[src/rtl/seq_muldiv_pkg.sv]
// Shared opcodes, FSM state encoding and iteration counts for the mul/div unit.
// Latency: n/a (declarations only).
// Backpressure: n/a.
package muldiv_pkg;

    localparam logic OP_MUL = 1'b0;
    localparam logic OP_DIV = 1'b1;

    typedef enum logic [2:0] {
        IDLE,
        MUL_ITER,
        DIV_ITER,
        FIX,
        DONE
    } state_t;

    // One Booth digit per cycle over WIDTH+2 extended multiplier bits; one quotient bit per cycle.
    function automatic int iter_count(input int width, input logic op);
        return (op == OP_DIV) ? width : (width / 2 + 1);
    endfunction

endpackage

[src/rtl/seq_muldiv_booth_r4_recode.sv]
// Radix-4 Booth recoder: 3-bit overlapping group -> {zero, neg, two} digit controls.
// Latency: combinational.
// Backpressure: none.
module booth_r4_recode (
    input  logic [2:0] grp,
    output logic       zero,
    output logic       neg,
    output logic       two
);

    // Digit map: 000/111 -> 0, 001/010 -> +1, 011 -> +2, 100 -> -2, 101/110 -> -1.
    always_comb begin
        zero = (grp == 3'b000) || (grp == 3'b111);
        neg  = grp[2] & ~zero;
        two  = (grp == 3'b011) || (grp == 3'b100);
    end

endmodule

[src/rtl/seq_muldiv.sv]
// Multi-cycle multiply (radix-4 Booth) / divide (non-restoring), signed or unsigned.
// Latency: MUL WIDTH/2+3, DIV WIDTH+2, DIV by zero 2 cycles from the accepting edge to done.
// Backpressure: start is only sampled while busy=0; starts during an operation are dropped.
module seq_muldiv
    import muldiv_pkg::*;
#(
    parameter int WIDTH = 32
) (
    input  logic             clock,
    input  logic             clear,
    input  logic             start,
    input  logic             op,
    input  logic             signed_mode,
    input  logic [WIDTH-1:0] a,
    input  logic [WIDTH-1:0] b,
    output logic             busy,
    output logic             done,
    output logic             div_by_zero,
    output logic [WIDTH-1:0] hi,
    output logic [WIDTH-1:0] lo
);

    localparam int CW = $clog2(WIDTH + 1);

    state_t             state, state_nxt;
    logic [CW-1:0]      cnt;
    logic               op_r, neg_q, neg_r, dz_r;
    logic [WIDTH-1:0]   a_r, quo;
    logic [2*WIDTH-1:0] mcand, acc, pp, acc_nxt;
    logic [WIDTH+2:0]   mplier;
    logic [WIDTH:0]     rem, dvsr, rem_sh, rem_step;
    logic [WIDTH-1:0]   rem_corr, q_final, r_final, mag_a, mag_b;
    logic               sa, sb, accept;
    logic               bz, bneg, btwo;

    assign accept = start & ~busy;
    assign sa     = signed_mode & a[WIDTH-1];
    assign sb     = signed_mode & b[WIDTH-1];
    assign mag_a  = sa ? (~a + 1'b1) : a;
    assign mag_b  = sb ? (~b + 1'b1) : b;

    // The multiplier register shifts right by two each cycle, so the live group is always bits [2:0].
    booth_r4_recode u_recode (
        .grp  (mplier[2:0]),
        .zero (bz),
        .neg  (bneg),
        .two  (btwo)
    );

    assign pp      = bz ? '0 : (btwo ? {mcand[2*WIDTH-2:0], 1'b0} : mcand);
    assign acc_nxt = bneg ? (acc - pp) : (acc + pp);

    // Non-restoring step; wraparound in WIDTH+1 bits is harmless since the true result fits.
    assign rem_sh   = {rem[WIDTH-1:0], quo[WIDTH-1]};
    assign rem_step = rem[WIDTH] ? (rem_sh + dvsr) : (rem_sh - dvsr);
    assign rem_corr = rem[WIDTH] ? (rem[WIDTH-1:0] + dvsr[WIDTH-1:0]) : rem[WIDTH-1:0];
    assign q_final  = neg_q ? (~quo + 1'b1) : quo;
    assign r_final  = neg_r ? (~rem_corr + 1'b1) : rem_corr;

    // State register.
    always_ff @(posedge clock or posedge clear) begin
        if (clear) state <= IDLE;
        else       state <= state_nxt;
    end

    // Next-state and status decode; DONE may re-launch directly for back-to-back operations.
    always_comb begin
        state_nxt = state;
        busy      = 1'b0;
        done      = 1'b0;
        case (state)
            IDLE, DONE: begin
                done = (state == DONE);
                if (start) begin
                    if (op == OP_MUL)  state_nxt = MUL_ITER;
                    else if (b == '0)  state_nxt = FIX;
                    else               state_nxt = DIV_ITER;
                end else begin
                    state_nxt = IDLE;
                end
            end
            MUL_ITER, DIV_ITER: begin
                busy = 1'b1;
                if (cnt == '0) state_nxt = FIX;
            end
            FIX: begin
                busy      = 1'b1;
                state_nxt = DONE;
            end
            default: state_nxt = IDLE;
        endcase
    end

    // Operand capture, iteration datapath and result registers (results load only on FIX -> DONE).
    always_ff @(posedge clock or posedge clear) begin
        if (clear) begin
            cnt         <= '0;
            op_r        <= OP_MUL;
            neg_q       <= 1'b0;
            neg_r       <= 1'b0;
            dz_r        <= 1'b0;
            a_r         <= '0;
            quo         <= '0;
            mcand       <= '0;
            acc         <= '0;
            mplier      <= '0;
            rem         <= '0;
            dvsr        <= '0;
            div_by_zero <= 1'b0;
            hi          <= '0;
            lo          <= '0;
        end else if (accept) begin
            cnt         <= CW'(iter_count(WIDTH, op) - 1);
            op_r        <= op;
            neg_q       <= sa ^ sb;
            neg_r       <= sa;
            dz_r        <= (op == OP_DIV) && (b == '0);
            a_r         <= a;
            quo         <= mag_a;
            mcand       <= {{WIDTH{sa}}, a};
            acc         <= '0;
            mplier      <= {sb, sb, b, 1'b0};
            rem         <= '0;
            dvsr        <= {1'b0, mag_b};
            div_by_zero <= 1'b0;
        end else begin
            case (state)
                MUL_ITER: begin
                    acc    <= acc_nxt;
                    mcand  <= {mcand[2*WIDTH-3:0], 2'b00};
                    mplier <= {2'b00, mplier[WIDTH+2:2]};
                    cnt    <= cnt - 1'b1;
                end
                DIV_ITER: begin
                    rem <= rem_step;
                    quo <= {quo[WIDTH-2:0], ~rem_step[WIDTH]};
                    cnt <= cnt - 1'b1;
                end
                FIX: begin
                    div_by_zero <= dz_r;
                    if (op_r == OP_MUL) begin
                        hi <= acc[2*WIDTH-1:WIDTH];
                        lo <= acc[WIDTH-1:0];
                    end else if (dz_r) begin
                        hi <= a_r;
                        lo <= '1;
                    end else begin
                        hi <= r_final;
                        lo <= q_final;
                    end
                end
                default: ;
            endcase
        end
    end

endmodule

[config.mk]
export PLATFORM = sky130hd
export DESIGN_NAME = seq_muldiv
export DESIGN_NICKNAME = d
export VERILOG_FILES = /design/src/rtl/seq_muldiv_pkg.sv /design/src/rtl/seq_muldiv_booth_r4_recode.sv /design/src/rtl/seq_muldiv.sv
export SDC_FILE = /design/constraint.sdc
export NUM_CORES = 2
export LEC_CHECK = 0
export CAP_MARGIN = 20
export CORE_MARGIN = 2
export CORE_UTILIZATION = 56
export DETAILED_ROUTE_END_ITERATION = 6
export PLACE_DENSITY_LB_ADDON = 0.12
export SETUP_SLACK_MARGIN = 0.5
export SYNTH_ARGS = -nofsm -noshare
export SYNTH_HDL_FRONTEND = slang
export SYNTH_SLANG_ARGS = --single-unit
export TNS_END_PERCENT = 100
[constraint.sdc]
create_clock -name clock -period 11.85 [get_ports clock]
set_clock_uncertainty 0.1 [all_clocks]
set_input_delay 1.185 -clock clock [delete_from_list [all_inputs] [get_ports clock]]
set_output_delay 1.185 -clock clock [all_outputs]
set_load 0.005 [all_outputs]
-- Word-level counts from Yosys, hierarchy flattened
Cells that the tools add are included.
- add/sub/neg operators: 11
- eq/ne operators: 8
- muxes and demuxes: 35
- bitwise logic cells: 13
- reduce and logical (&&, ||, !) cells: 15
- operators by type and width (cell ; number):
    64-bit two-way mux ; 7
    32-bit two-way mux ; 11
    32-bit by 1-bit adder with 32-bit output, second input constant ; 4
    32-bit inverter ; 4
    33-bit two-way mux ; 3
    35-bit two-way mux ; 2
    64-bit adder ; 1
    64-bit subtractor ; 1
    33-bit by 32-bit adder with 33-bit output ; 1
    33-bit by 32-bit subtractor with 33-bit output ; 1
    32-bit adder ; 1
    32-bit zero test ; 1
    6-bit two-way mux ; 3
    6-bit by 1-bit subtractor with 6-bit output, second input constant ; 2
    3-bit by 2-bit equality test with 1-bit output, second input constant ; 3
    3-bit equality test, second input constant ; 3
    3-bit one-hot mux with 3 select lines ; 1
    2-bit nonzero test ; 4
    3-bit zero test ; 2
    6-bit zero test ; 1
    3-bit two-way mux ; 2
    1-bit two-way mux ; 5
    1-bit bitwise AND ; 4
    1-bit inverter ; 4
    other kinds (9) ; 11
- register bits: 370
- input port bits: 69
- word-level logic and storage cells: 98

-- Depth between registers and ports, before layout
- depth after elaboration: 8
- depth in mapped cells: 35

-- By module
From an unflattened synthesis, not the netlist that was laid out.
- cells, all modules: 3718
- area total of the unflattened synthesis: 28746.3 µm²
- by module, submodules not included (module ; times used ; cells each ; area an instance (µm²)):
    seq_muldiv ; 1 ; 3711 ; 28708.8
    booth_r4_recode ; 1 ; 7 ; 37.5

-- Worst setup path after synthesis
Ideal clock, no wire load.
- path type: flip-flop to flip-flop
- from: register mplier[0]
- to: register acc[57]
- setup time: 0.129 ns
- data arrival time: 6.670 ns
- setup slack: 4.951 ns
- stages on the path, launching flop included: 34
- buffers on the path: 5
- period minus slack after synthesis: 6.899 ns
- path through: dfrtp_1 or3b_2 clkbuf_1 nand2_1 clkbuf_1 clkbuf_1 clkbuf_1 mux2i_1 nand2b_1 ha_1 inv_1 a21oi_1 nand4_1 nor4_1 nand2_1 nor3_1 nand2b_1 nor3_1 o211ai_1 o21ai_0 a21oi_1 ha_1 clkbuf_1 a21oi_1 o21bai_1 a221o_1 a21o_1 a21oi_1 o21a_1 o31ai_1 a221o_1 a41oi_1 xor2_1 o21ai_1
- word-level cells in the longest chain between the ends: 8
- elaborated cells between the ends (all ways): 15
- classes of those cells: add/sub: 2; eq/ne: 3; mux: 5; bitwise: 2; reduce/logical: 3
- RTL lines (element ; RTL line ; source):
    start: declaration ; seq_muldiv.sv:30 ; logic [WIDTH+2:0] mplier;
    start signal: assignment ; seq_muldiv.sv:122 ; mplier <= {sb, sb, b, 1'b0};
    start signal: assignment ; seq_muldiv.sv:131 ; mplier <= {2'b00, mplier[WIDTH+2:2]};
    3-bit by 2-bit equality test with 1-bit output or 3-bit equality test (tied branches) ; seq_muldiv_booth_r4_recode.sv:15 ; two = (grp == 3'b011) || (grp == 3'b100);
    1-bit logical OR ; seq_muldiv_booth_r4_recode.sv:15 ;
    64-bit two-way mux (2 in a row) ; seq_muldiv.sv:50 ; assign pp = bz ? '0 : (btwo ? {mcand[2*WIDTH-2:0], 1'b0} : mcand);
    64-bit adder or 64-bit subtractor (tied branches) ; seq_muldiv.sv:51 ; assign acc_nxt = bneg ? (acc - pp) : (acc + pp);
    64-bit two-way mux * ; seq_muldiv.sv:51 ;
    64-bit two-way mux * ; seq_muldiv.sv:127 ; case (state)
    64-bit two-way mux * ; seq_muldiv.sv:112 ; end else if (accept) begin
    end signal: assignment ; seq_muldiv.sv:129 ; acc <= acc_nxt;
    end: declaration ; seq_muldiv.sv:29 ; logic [2*WIDTH-1:0] mcand, acc, pp, acc_nxt;
Every way passes the cells marked *; elsewhere a longest branch is shown, timed or not. The select of a mux whose other input is x is not followed.
A chain may end at the register's enable or synchronous reset.

-- Final worst setup path
- from: register mplier[1]
- to: register acc[56]
The elaborated chain is that of the path after synthesis.

==> out/qor.txt <==
Final std cells w/o fill -> 4520
Max-Cap Viols -> 0
Largest net degree at the start of global routing -> 148
Reg2reg setup slack -> 4.04 ns
Actual transition at the worst max-transition pin -> 1.12 ns
Final WL -> 97400 um
Placed Cells -> 4440
Gp weighted congestion -> 0.956
Fin util -> 62.8%
Setup violations, final -> 0
Pre-CTS setup slack -> 4.37 ns
Period minus WS final -> 7.81 ns
Sequential fraction of the synthesis area -> 31.5%
Fmax -> 128 MHz
GRT overflow -> 0
Top Ports -> 136
Root buf cell -> clkbuf_16
Hold_buf cts -> 0
Die Span Y -> 233 um
Antenna violations before repair -> 2
Synth Cell Area -> 0.0293 mm^2
Synthesized instance count -> 3841
Final #Nets -> 4011
Most frequent cells in the layout -> nand2_1 (774), o21ai_0 (374), dfrtp_1 (365), a21oi_1 (284), nor2_1 (241)
Drt initial violations -> 3391
Drt pass-1 iters -> 6
Clk sinks -> 369
Top Family by Delay on Critical Path -> simple AND/OR/NAND/NOR gates
DP Wirelength -> 71300 um
Hold Crit Depth -> 2
Synthesis-stage register bit count -> 369
Routed len/inst -> 21.5 um
Fin crit share -> 65.9%
Min-delay worst type -> register to register
R2r startpoint -> mplier[1]
Vias in the first global route -> 26500
Worst path bufs/invs -> 2
CTS clk-pin slew, worst paths -> 0.06 ns
Syn nets -> 4046
Crit-path most repeated cell -> o21ai_0
Slew Limit Fails -> 0
Min-delay src -> lo[0]
Die width -> 233 um
RSZ-0062 raised after global routing -> false
Crit-path slowest cell -> nand3b_1
CTS Buffer Depth -> 3
Via count -> 28800
Outcome -> finished, final reports clean
Hold path endpoint -> lo[0]
Required @ worst endpoint -> 12.20 ns
EDFF count, synth -> 0
Share of layout cells above drive strength 1 -> 4.40%
Commonest non-fill, non-tap cell in the layout -> nand2_1
Post-synth cell types -> 99
Port bufs -> 135
Drt drc -> 0
Levels on crit path -> 27
Critical path endpoint category -> register
CP max FO -> 66
Final worst slack -> 4.04 ns
Worst R2R Path Depth -> 27
Dominant synthesized flop cell -> dfrtp_1
CP peak stage delay -> 0.62 ns
Total CTS buffers -> 43
Area added between synthesis and finish -> 10.3%
Vias/cell -> 6.37
CTS tree -> yes
Core Box Area -> 0.0515 mm^2
Post-CTS Resized -> 0
Global-route wire length before repair -> 153000 um
CP Launch Type -> register
Syn_area_per_cell -> 7.63 um^2
Worst skew pair latency -> 0.60 ns
Asr flop ratio synth -> 100%
Die Area -> 0.0542 mm^2
WS Path Type -> register to register
Initial Util -> 56.9%
ANT nets after route -> 0
Final hold violations -> 0
# H-tree levels -> 2
Warnings, synthesis -> 0
Critical R2R Capture -> acc[56]
Rel. slew slack -> 25.4%
Arrival time of the worst setup path -> 8.16 ns
GRT Total Usage -> 36.1%
Setup TNS -> 0 ns
Row Count -> 83
# Post-CTS Setup Buffers -> 0
[layout make-up]
class	count	area, um^2
clock buffers	61	1210
multi-input cells	3135	18800
flip-flops and latches	369	9240
clock inverters	15	170
well taps	680	851
repair buffers	176	1700
diodes	3	7.51
inverters	81	308
fillers	4651	19200
[registers in the layout, indices dropped and copies added (netlist names), 3 cells and up]
name / count
a_r: 32
acc: 64
cnt: 6
dvsr: 32
hi: 32
lo: 32
mcand: 64
mplier: 34
quo: 32
rem: 33
state: 3
[cell usage after synthesis, drive strengths merged (9+ instances only)]
| cell | count | area (um^2) |
|---|---|---|
| a2111oi | 11 | 116 |
| a211oi | 24 | 203 |
| a21o | 69 | 518 |
| a21oi | 284 | 1420 |
| a221o | 18 | 180 |
| a221oi | 36 | 315 |
| a22oi | 14 | 105 |
| a31oi | 120 | 751 |
| and2 | 21 | 131 |
| and3 | 24 | 150 |
| buf | 48 | 223 |
| clkbuf | 208 | 782 |
| dfrtp | 369 | 9230 |
| ha | 133 | 1660 |
| inv | 80 | 300 |
| maj3 | 11 | 110 |
| mux2 | 14 | 158 |
| mux2i | 28 | 280 |
| nand2 | 778 | 2930 |
| nand2b | 27 | 169 |
| nand3 | 99 | 495 |
| nand3b | 10 | 78.8 |
| nand4 | 19 | 125 |
| nor2 | 244 | 916 |
| nor2b | 37 | 231 |
| nor3 | 66 | 335 |
| nor4 | 19 | 119 |
| o2111ai | 9 | 78.8 |
| o211ai | 42 | 315 |
| o21a | 18 | 135 |
| o21ai | 395 | 1980 |
| o21bai | 27 | 203 |
| o22ai | 36 | 225 |
| o31ai | 47 | 367 |
| o41ai | 13 | 140 |
| or2 | 10 | 62.6 |
| or3 | 31 | 199 |
| or4 | 11 | 82.6 |
| xnor2 | 158 | 1390 |
| xor2 | 132 | 1160 |
[worst min-delay path, cell delays in order, from the launching register on]
cell and delay (ns):
dfrtp_1 0.34, nand2_1 0.05, o21ai_0 0.06
[per-layer routing]
metal	vias up	GRT usage (%)	share of wire [%]
li1	13700	-	-
met1	13500	52.2	44
met2	1403	53.3	42
met3	196	6.53	10
met4	0	14.2	4.2
met5	-	0	0
[how the worst max path moves through the flow]
stage               startpoint       to  slack, ns
finish               mplier[1]  acc[56]       4.04
global route         mplier[1]  acc[56]       3.44
CTS                  mplier[1]  acc[56]       4.31
detailed placement   mplier[0]  acc[57]       4.37
global placement     mplier[1]  acc[56]       4.39
floorplan            mplier[0]  acc[57]       4.95
[per-stage QoR]
step                      instance area (um^2)  hold WS [ns]
after floorplan                          29300         0.337
after global placement                   30900         0.360
after detailed placement                 30900         0.363
after CTS                                32300         0.377
after global routing                     32300         0.393
final                                    32300         0.375
[cell families after synthesis]
family	count (synthesis)	share of synthesized area (%)
multiplexers	42	1.49
AND/OR/NAND/NOR	1426	21.5
buffers and inverters	337	4.46
AO/OA/AOI/OAI	1230	26.1
flip-flops	369	31.5
adder cells (fa/ha/maj)	147	6.25
XOR/XNOR	290	8.69
Power is not shown: default switching activity piles up to over one toggle a cycle in this logic, so the estimate is an artifact.
